$ cat config.mk
export PLATFORM = sky130hd
export DESIGN_NAME = amo_controller
export DESIGN_NICKNAME = d
export VERILOG_FILES = /design/src/rtl/amo_controller.sv
export SDC_FILE = /design/constraint.sdc
export NUM_CORES = 1
export LEC_CHECK = 0
export BUFFER_PORTS_ARGS = -buffer_cell sky130_fd_sc_hd__buf_4
export CAP_MARGIN = 20
export CORE_MARGIN = 2
export CORE_UTILIZATION = 50
export DETAILED_ROUTE_END_ITERATION = 12
export PLACE_DENSITY = 0.75
export RECOVER_POWER = 50
export SLEW_MARGIN = 20
export SYNTH_ARGS = -nofsm -noshare
export SYNTH_HDL_FRONTEND = slang
export SYNTH_SLANG_ARGS = --single-unit
export TNS_END_PERCENT = 5
$ cat constraint.sdc
create_clock -name clk -period 5.5 [get_ports clk]
set_input_delay 1.375 -clock clk [delete_from_list [all_inputs] [get_ports clk]]
set_output_delay 1.375 -clock clk [all_outputs]
set_load 0.02 [all_outputs]
$ cat src/rtl/amo_controller.sv
// amo_controller: LR_W / SC_W / AMO_W sequencer between execute and the
// data-memory port; owns the single LR/SC reservation.
// Ports: clk, reset_n (async, active low); req_i/is_lr_i/is_sc_i/amo_op_i/
// addr_i/wdata_i request; busy_o/done_o/result_o/misaligned_o to pipeline;
// mem_* data-memory port; snoop_* foreign writes; clear_rsv_i trap/xRET.
module amo_controller #(
  parameter int RSV_GRAN_LOG2 = 2
) (
  input  logic        clk,
  input  logic        reset_n,
  input  logic        req_i,
  input  logic        is_lr_i,
  input  logic        is_sc_i,
  input  logic [9:0]  amo_op_i,
  input  logic [31:0] addr_i,
  input  logic [31:0] wdata_i,
  output logic        busy_o,
  output logic        done_o,
  output logic [31:0] result_o,
  output logic        misaligned_o,
  output logic        mem_req_o,
  output logic [3:0]  mem_we_o,
  output logic [31:0] mem_addr_o,
  output logic [31:0] mem_wdata_o,
  input  logic        mem_gnt_i,
  input  logic        mem_rvalid_i,
  input  logic [31:0] mem_rdata_i,
  input  logic        snoop_we_i,
  input  logic [31:0] snoop_addr_i,
  input  logic        clear_rsv_i
);

  localparam int G = RSV_GRAN_LOG2;

  typedef enum logic [2:0] {
    S_IDLE, S_READ, S_WAIT, S_STORE, S_DONE
  } state_e;

  state_e      state_q, state_d;
  logic [31:2] addr_q, addr_d;
  logic [31:0] data_q, data_d;
  logic [31:0] result_q, result_d;
  logic [9:1]  op_q, op_d;
  logic        lr_q, lr_d;
  logic        sc_q, sc_d;
  logic        mis_q, mis_d;
  logic        rsv_valid_q, rsv_valid_d;
  logic [31:G] rsv_addr_q, rsv_addr_d;

  logic        lr_set;
  logic        clr;
  logic        sc_hit;
  logic        snoop_hit;
  logic [31:G] cmp_gran;
  logic        unused_snoop;

  assign unused_snoop = ^snoop_addr_i[G-1:0];

  // op bit 0 is AMONOP and never reaches the ALU
  function automatic logic [31:0] amo_f(
    input logic [9:1]  op,
    input logic [31:0] a,
    input logic [31:0] b
  );
    logic [31:0] r;
    r = a;
    unique case (1'b1)
      op[1]: r = b;
      op[2]: r = a + b;
      op[3]: r = a ^ b;
      op[4]: r = a & b;
      op[5]: r = a | b;
      op[6]: r = ($signed(a) <= $signed(b)) ? a : b;
      op[7]: r = ($signed(a) >= $signed(b)) ? a : b;
      op[8]: r = (a <= b) ? a : b;
      op[9]: r = (a >= b) ? a : b;
      default: r = a;
    endcase
    return r;
  endfunction

  // a clear arriving with the SC itself already kills the reservation
  assign sc_hit = rsv_valid_q
               && (rsv_addr_q == addr_i[31:G])
               && !clear_rsv_i
               && !(snoop_we_i && (snoop_addr_i[31:G] == addr_i[31:G]));

  always_comb begin
    state_d     = state_q;
    addr_d      = addr_q;
    data_d      = data_q;
    result_d    = result_q;
    op_d        = op_q;
    lr_d        = lr_q;
    sc_d        = sc_q;
    mis_d       = mis_q;
    rsv_valid_d = rsv_valid_q;
    rsv_addr_d  = rsv_addr_q;
    lr_set      = 1'b0;
    clr         = 1'b0;
    unique case (state_q)
      S_IDLE: begin
        if (req_i) begin
          addr_d   = addr_i[31:2];
          data_d   = wdata_i;
          op_d     = amo_op_i[9:1];
          lr_d     = is_lr_i;
          sc_d     = is_sc_i;
          mis_d    = 1'b0;
          result_d = '0;
          if (addr_i[1:0] != 2'b00) begin
            mis_d   = 1'b1;
            state_d = S_DONE;
          end else if (is_sc_i) begin
            clr = 1'b1;
            if (sc_hit) begin
              state_d = S_STORE;
            end else begin
              result_d = 32'd1;
              state_d  = S_DONE;
            end
          end else if (is_lr_i || !amo_op_i[0]) begin
            state_d = S_READ;
          end else begin
            state_d = S_DONE;
          end
        end
      end
      S_READ: begin
        if (mem_gnt_i) state_d = S_WAIT;
      end
      S_WAIT: begin
        if (mem_rvalid_i) begin
          result_d = mem_rdata_i;
          if (lr_q) begin
            lr_set  = 1'b1;
            state_d = S_DONE;
          end else begin
            data_d  = amo_f(op_q, mem_rdata_i, data_q);
            state_d = S_STORE;
          end
        end
      end
      S_STORE: begin
        if (mem_gnt_i) begin
          state_d = S_DONE;
          if (!sc_q && (addr_q[31:G] == rsv_addr_q)) clr = 1'b1;
        end
      end
      S_DONE: state_d = S_IDLE;
      default: state_d = S_IDLE;
    endcase

    // snoops are compared against the granule being reserved this cycle
    cmp_gran  = lr_set ? addr_q[31:G] : rsv_addr_q;
    snoop_hit = snoop_we_i && (snoop_addr_i[31:G] == cmp_gran);
    if (lr_set) rsv_addr_d = addr_q[31:G];
    if (clr || clear_rsv_i || snoop_hit) begin
      rsv_valid_d = 1'b0;
    end else if (lr_set) begin
      rsv_valid_d = 1'b1;
    end
  end

  always_ff @(posedge clk or negedge reset_n) begin
    if (!reset_n) begin
      state_q     <= S_IDLE;
      addr_q      <= '0;
      data_q      <= '0;
      result_q    <= '0;
      op_q        <= '0;
      lr_q        <= 1'b0;
      sc_q        <= 1'b0;
      mis_q       <= 1'b0;
      rsv_valid_q <= 1'b0;
      rsv_addr_q  <= '0;
    end else begin
      state_q     <= state_d;
      addr_q      <= addr_d;
      data_q      <= data_d;
      result_q    <= result_d;
      op_q        <= op_d;
      lr_q        <= lr_d;
      sc_q        <= sc_d;
      mis_q       <= mis_d;
      rsv_valid_q <= rsv_valid_d;
      rsv_addr_q  <= rsv_addr_d;
    end
  end

  assign busy_o       = (state_q != S_IDLE);
  assign done_o       = (state_q == S_DONE);
  assign result_o     = result_q;
  assign misaligned_o = done_o & mis_q;
  assign mem_req_o    = (state_q == S_READ) || (state_q == S_STORE);
  assign mem_we_o     = (state_q == S_STORE) ? 4'hF : 4'h0;
  assign mem_addr_o   = {addr_q, 2'b00};
  assign mem_wdata_o  = data_q;

endmodule

# After elaboration in Yosys (flattened, before gate mapping)
# Index checks and enable logic that the tools add are counted.
[word_totals]
memories = 0
register_bits = 140
rom_bits = 0
ram_bits = 0
output_inout_bits = 104
latchBits = 0
[op_classes]
n_reduce_logical = 23
bitwise_logic = 4
div_mod_pow = 0
magnitude_cmp = 4
muxes = 39
shift = 0
addsub = 1
eq_ne = 18
multipliers = 0
[op_table]
columns = ["op", "count"]
rows = [
  ["32-bit 2-to-1 mux", 9],
  ["32-bit one-hot mux with 9 select lines", 1],
  ["32-bit one-hot mux with 2 select lines", 2],
  ["30-bit == test", 4],
  ["32-bit >= comparator", 2],
  ["32-bit <= comparator", 2],
  ["32-bit adder", 1],
  ["32-bit AND", 1],
  ["32-bit bitwise OR", 1],
  ["32-bit bitwise XOR", 1],
  ["30-bit 2-to-1 mux", 1],
  ["3-bit 2-to-1 mux", 9],
  ["1-bit 2-to-1 mux", 14],
  ["2-bit != test (second input constant)", 6],
  ["3-bit != test (second input constant)", 4],
  ["3-bit one-hot mux with 4 select lines", 1],
  ["9-bit AND reduction", 1],
  ["3-bit by 2-bit == test with 1-bit output (second input constant)", 2],
  ["1-bit logical AND", 6],
  ["2-bit nonzero test", 3],
  ["1-bit zero test", 4],
  ["1-bit logical OR", 4],
  ["4-bit 2-to-1 mux", 1],
  ["4-bit AND reduction", 1],
  ["8 further kinds", 8],
]

# Depth between registers and ports, before layout
[logic_depth]
word_depth = 9
ltp_mapped = 15
mapped_depth_nobuf = 11

# Worst setup path before layout
# Ideal clock, no wire load.
[synth_timing]
path_type = "input port to flip-flop"
startpoint = "input mem_rdata_i[15]"
endpoint = "register data_q[15] (netlist: mem_wdata_o[15])"
setup_time_ns = 0.125
n_path_buf = 3
path_stages = 13
required_time_ns = 5.375
setup_slack_ns = 1.556
t_arrival_ns = 3.819
path_cell_list = "inv_1 -> ha_1 -> buf_6 -> or4_4 -> nor3_4 -> a31oi_1 -> and3_1 -> nand4_1 -> nand3b_1 -> a211o_1 -> buf_6 -> buf_6 -> mux2_4"
[synth_via]
elab_chain_cells = 5
[synth_lines]
columns = ["element", "line", "text"]
rows = [
  ["from (decl)", "27", "input logic [31:0] mem_rdata_i,"],
  ["32-bit adder (tied with other cells)", "69", "op[2]: r = a + b;"],
  ["32-bit one-hot mux with 9 select lines", "67", "unique case (1'b1)"],
  ["32-bit 2-to-1 mux", "135", "if (lr_q) begin"],
  ["32-bit 2-to-1 mux", "133", "if (mem_rvalid_i) begin"],
  ["32-bit one-hot mux with 2 select lines", "101", "unique case (state_q)"],
  ["to (signal assigned)", "180", "data_q <= data_d;"],
  ["to (decl)", "41", "logic [31:0] data_q, data_d;"],
]
# Several ways; a longest one is shown, not always the timed one. The select of a mux whose other input is x is not followed.
# A chain may end at the register's enable or synchronous reset.

# Worst setup path in the final report
[layout_timing]
startpoint = "input mem_rdata_i[3]"
endpoint = "register data_q[21] (netlist: mem_wdata_o[21])"
[layout_via]
elab_chain_cells = 5
[layout_lines]
columns = ["element", "line"]
rows = [
  ["32-bit adder", "69"],
  ["32-bit one-hot mux with 9 select lines", "67"],
  ["32-bit 2-to-1 mux", "135"],
  ["32-bit 2-to-1 mux", "133"],
  ["32-bit one-hot mux with 2 select lines", "101"],
]
# Several ways; a longest one is shown, not always the timed one. The select of a mux whose other input is x is not followed.

==> impl_metrics.csv <==
group,metric,value,unit
flow_run,drv_cap,4,
pwr,p_seq_share,24.3,%
drt,route.vias.total,10500,
synthesis,ys_warn_count,0,
synthesis,synth-seq-cells,140,
pwr,leakage,6.59,nW
floorplanning,ios,251,
drt,drt-initial-drc-count,796,
outcome,violations,"capacitance limit, slew limit",
drt,wl_per_cell,18.7,um
setup_path,critical_path_class,"in2reg",
finish,multi_input_area,0.00685,mm2
clock_network,hold_buffers,0,
synthesis,yosysUniqueCellTypes,62,
setup_path,crit_path_max_fanout,47,
pwr,pwr-share-comb,59.9,%
synthesis,synth_top_area_share,31.6,%
sta,fin_setup_tns,0,ns
drt,drcViolationCount,0,
place,gp_congestion,0.950,
clock_network,cts_setup_buffers,0,
sta,rsz0062_at_grt,"false",
finish,instances_no_fill,1827,
place,hpwl,25300,um
setup_path,crit_required,5.82,ns
sta,drv_slew,190,
drt,drt_wl_total,34100,um
finish,n_fill_cell,1879,
drt,vias_per_cell,5.77,
sta,period_needed,4.51,ns
floorplanning,initial_utilization,50.9,%
place,dp_cells,1793,
sta,max_freq,0.222,GHz
pwr,powerDensity,553,mW/mm2
floorplanning,die_y,153,um
clock_network,cts_tree,"done",
clock_network,numClockSinks,140,
pwr,power.internal,3.80,mW
clock_network,cts.path.max_buffers,2,
clock_network,clock_latency,0.44,ns
setup_path,crit_arrival,4.83,ns
pwr,p_switching,3.70,mW
outcome,status,"complete, but fails checks",
finish,fin_util,62.4,%
clock_network,htreeDepth,4,
synthesis,netlist_area,0.0111,mm2
floorplanning,die_area,0.0234,mm2
sta,clock_skew,0.0138,ns
global_route,grt_pass1_wl,54300,um
min_path,hold_class,"reg2reg",
synthesis,synth_edf_count,0,
clock_network,path_clk_slew,0.06,ns
sta,tightest_slew,2.25,ns
clock_network,cts_inserted_buffers,17,
finish,area_growth,22.5,%
drt,ant_nets,0,
synthesis,synth_ff_type,"dfrtp_1",
floorplanning,die_x,153,um
sta,setup_violations,0,
setup_path,worstPathCellList,"buf_4, inv_1, ha_1, inv_1, a221o_1, a21o_1, o41ai_2, nand3_2, mux2i_1, a211o_2, buf_4, a211oi_1, a21o_1",
place,io_buffers,246,
finish,antenna-diode-count,0,
floorplanning,coreArea,0.0218,mm2
synthesis,netlist_instances,1331,
clock_network,cts_root_buffer,"clkbuf_16",
sta,finalCritPeriodShare,81.9,%
drt,drt_pass1_iterations,5,
synthesis,avgSynthCellArea,8.32,um2
global_route,antenna_found_initial,0,
pwr,peakVddDrop,0.000323,V
finish,nNetsFinal,1778,
synthesis,seq_area_frac_synth,31.6,%
global_route,grt.total_usage,28.8,%
global_route,overflow,0,
synthesis,synthArstFlopShare,100,%
sta,hold_viol_final,0,
setup_path,end_kind,"register",
global_route,grt_max_degree,106,
setup_path,start_kind,"primary input",
synthesis,synth_area_leaders,"dfrtp_1 (32%), ha_1 (11%), nand2_1 (8.8%), xnor2_1 (7.4%), a21oi_1 (3.8%)",
synthesis,synth_top_cell_by_area,"dfrtp_1",
global_route,grt_pass1_vias,10300,
finish,final-seq-area,0.00350,mm2
pwr,pwr-share-clk,15.8,%
sta,whs,0.475,ns
clock_network,cts-resized-gates,0,
pwr,switching_share,49.4,%
finish,drive_gt1_share,20.3,%
setup_path,slowest_stage,"a211o_2",
setup_path,critPathMaxStageDelay,0.81,ns
sta,slew_headroom,-49.9,%
floorplanning,num_rows,54,
-- cells by family (layout without fill, tap and decap cells) --
group	Yosys count	in the layout	synth area share, %
other	1	2	0.0339
DFF	140	140	31.6
and+or+nand+nor	419	419	16.8
AOI/OAI and AO/OA	315	315	18.8
xor gates and xnor gates	142	142	11.2
buffers and inverters	181	396	6.73
muxes	36	36	3.77
adders and majority gates	97	97	11.0
-- per-layer routing --
metal | up-vias | track usage, % | part of all wire (%)
li1 | 4987 | - | -
met1 | 5033 | 39.2 | 43
met2 | 466 | 46.5 | 47
met3 | 63 | 5.33 | 8.1
met4 | 0 | 9.79 | 2.5
met5 | - | 0 | 0
-- registers in the layout, summed over array words and instances (netlist names), 3 cells and up --
register     flops
result_o        32
op_q             9
addr_q          30
state_q          3
rsv_addr_q      30
mem_wdata_o     32
-- metrics by stage --
step | power (mW) | cell area, um2 | setup slack, ns
after CTS | 7.49 | 13600 | 1.00
after global placement | 6.18 | 13100 | 0.675
after global routing | 8.04 | 13600 | 0.526
after detailed placement | 6.28 | 13100 | 0.585
after floorplan | 4.84 | 11100 | 1.56
final | 7.50 | 13600 | 0.995
-- critical path, delay by kind of cell --
kind            cells  cell delay [ns]
compound gates      6             2.11
buf+inv             4             0.58
fa+ha+maj           1             0.42
mux                 1             0.18
simple gates        1             0.13
-- cell usage after synthesis (5+ instances only) --
library cell	instances
mux2_2	30
nand4b_1	6
inv_1	99
o21a_1	6
o211ai_1	10
a21oi_1	85
xnor2_1	94
a21o_1	14
a211oi_1	12
o21bai_1	8
nand2_1	259
o31ai_1	45
a31oi_1	17
nand3_1	14
nor4_1	19
nor2b_1	8
nand4_1	24
nor2_1	54
ha_1	96
a221oi_1	12
o2111ai_1	8
buf_4	6
o21ai_0	57
a2111oi_0	5
a22oi_1	7
dfrtp_1	140
and3_1	8
buf_2	11
xor2_1	48
nor3_1	8
clkbuf_1	57
-- final timing paths --
kind                           startpoint              end  slack, ns  depth (start not counted)
max                        mem_rdata_i[3]  mem_wdata_o[21]       0.99                         13
min                               op_q[8]          op_q[8]       0.48                          2
max reg2reg                mem_wdata_o[3]  mem_wdata_o[21]       1.62                         12
min reg2reg                       op_q[8]          op_q[8]       0.48                          2
max in group asynchronous         reset_n          op_q[7]       1.27                          2
min in group asynchronous         reset_n     result_o[20]       1.51                          1
-- area by class of cell --
cell class                 count  share of cell area [%]
tap                          280                    2.58
multi-input combinational   1011                    50.5
clock inverter                14                    1.11
sequential                   140                    25.8
clock buffer                  18                    3.24
inverter                      99                    2.74
timing repair buffer         265                    14.0
-- power by group through the flow --
stage	Combinational [mW]	Clock (mW)	Sequential, mW
after floorplan	2.76	0	2.08
after global placement	4.37	0	1.81
after detailed placement	4.45	0	1.83
after CTS	4.48	1.19	1.82
after global routing	4.93	1.23	1.88
final	4.50	1.19	1.82
-- cells in the final DEF (no fill, tap or decap), types with 3 or more instances in the layout --
| cell type | instances |
|---|---|
| xor2_1 | 48 |
| o211ai_1 | 10 |
| o311ai_0 | 4 |
| nand2_1 | 258 |
| dfrtp_1 | 140 |
| nand2b_1 | 3 |
| inv_6 | 3 |
| a211oi_1 | 12 |
| nor2b_1 | 8 |
| buf_4 | 239 |
| a2111oi_0 | 5 |
| nand4b_1 | 6 |
| a31oi_1 | 17 |
| mux2_2 | 21 |
| a221oi_1 | 12 |
| o2111ai_1 | 8 |
| inv_1 | 99 |
| a211oi_2 | 3 |
| a311oi_1 | 3 |
| nand3_1 | 14 |
| o21ai_0 | 57 |
| inv_8 | 5 |
| mux2_4 | 4 |
| a21o_1 | 14 |
| clkbuf_16 | 17 |
| nor2_1 | 54 |
| and3_1 | 8 |
| a22oi_1 | 7 |
| nor3_1 | 8 |
| clkbuf_1 | 24 |
| o21a_1 | 6 |
| nor4_1 | 18 |
| xnor2_1 | 94 |
| a21oi_1 | 84 |
| nand4_1 | 24 |
| ha_1 | 96 |
| o21bai_1 | 8 |
| nand3b_1 | 4 |
| mux2_1 | 9 |
| o31ai_1 | 45 |
(Power assumes the default switching activity.)
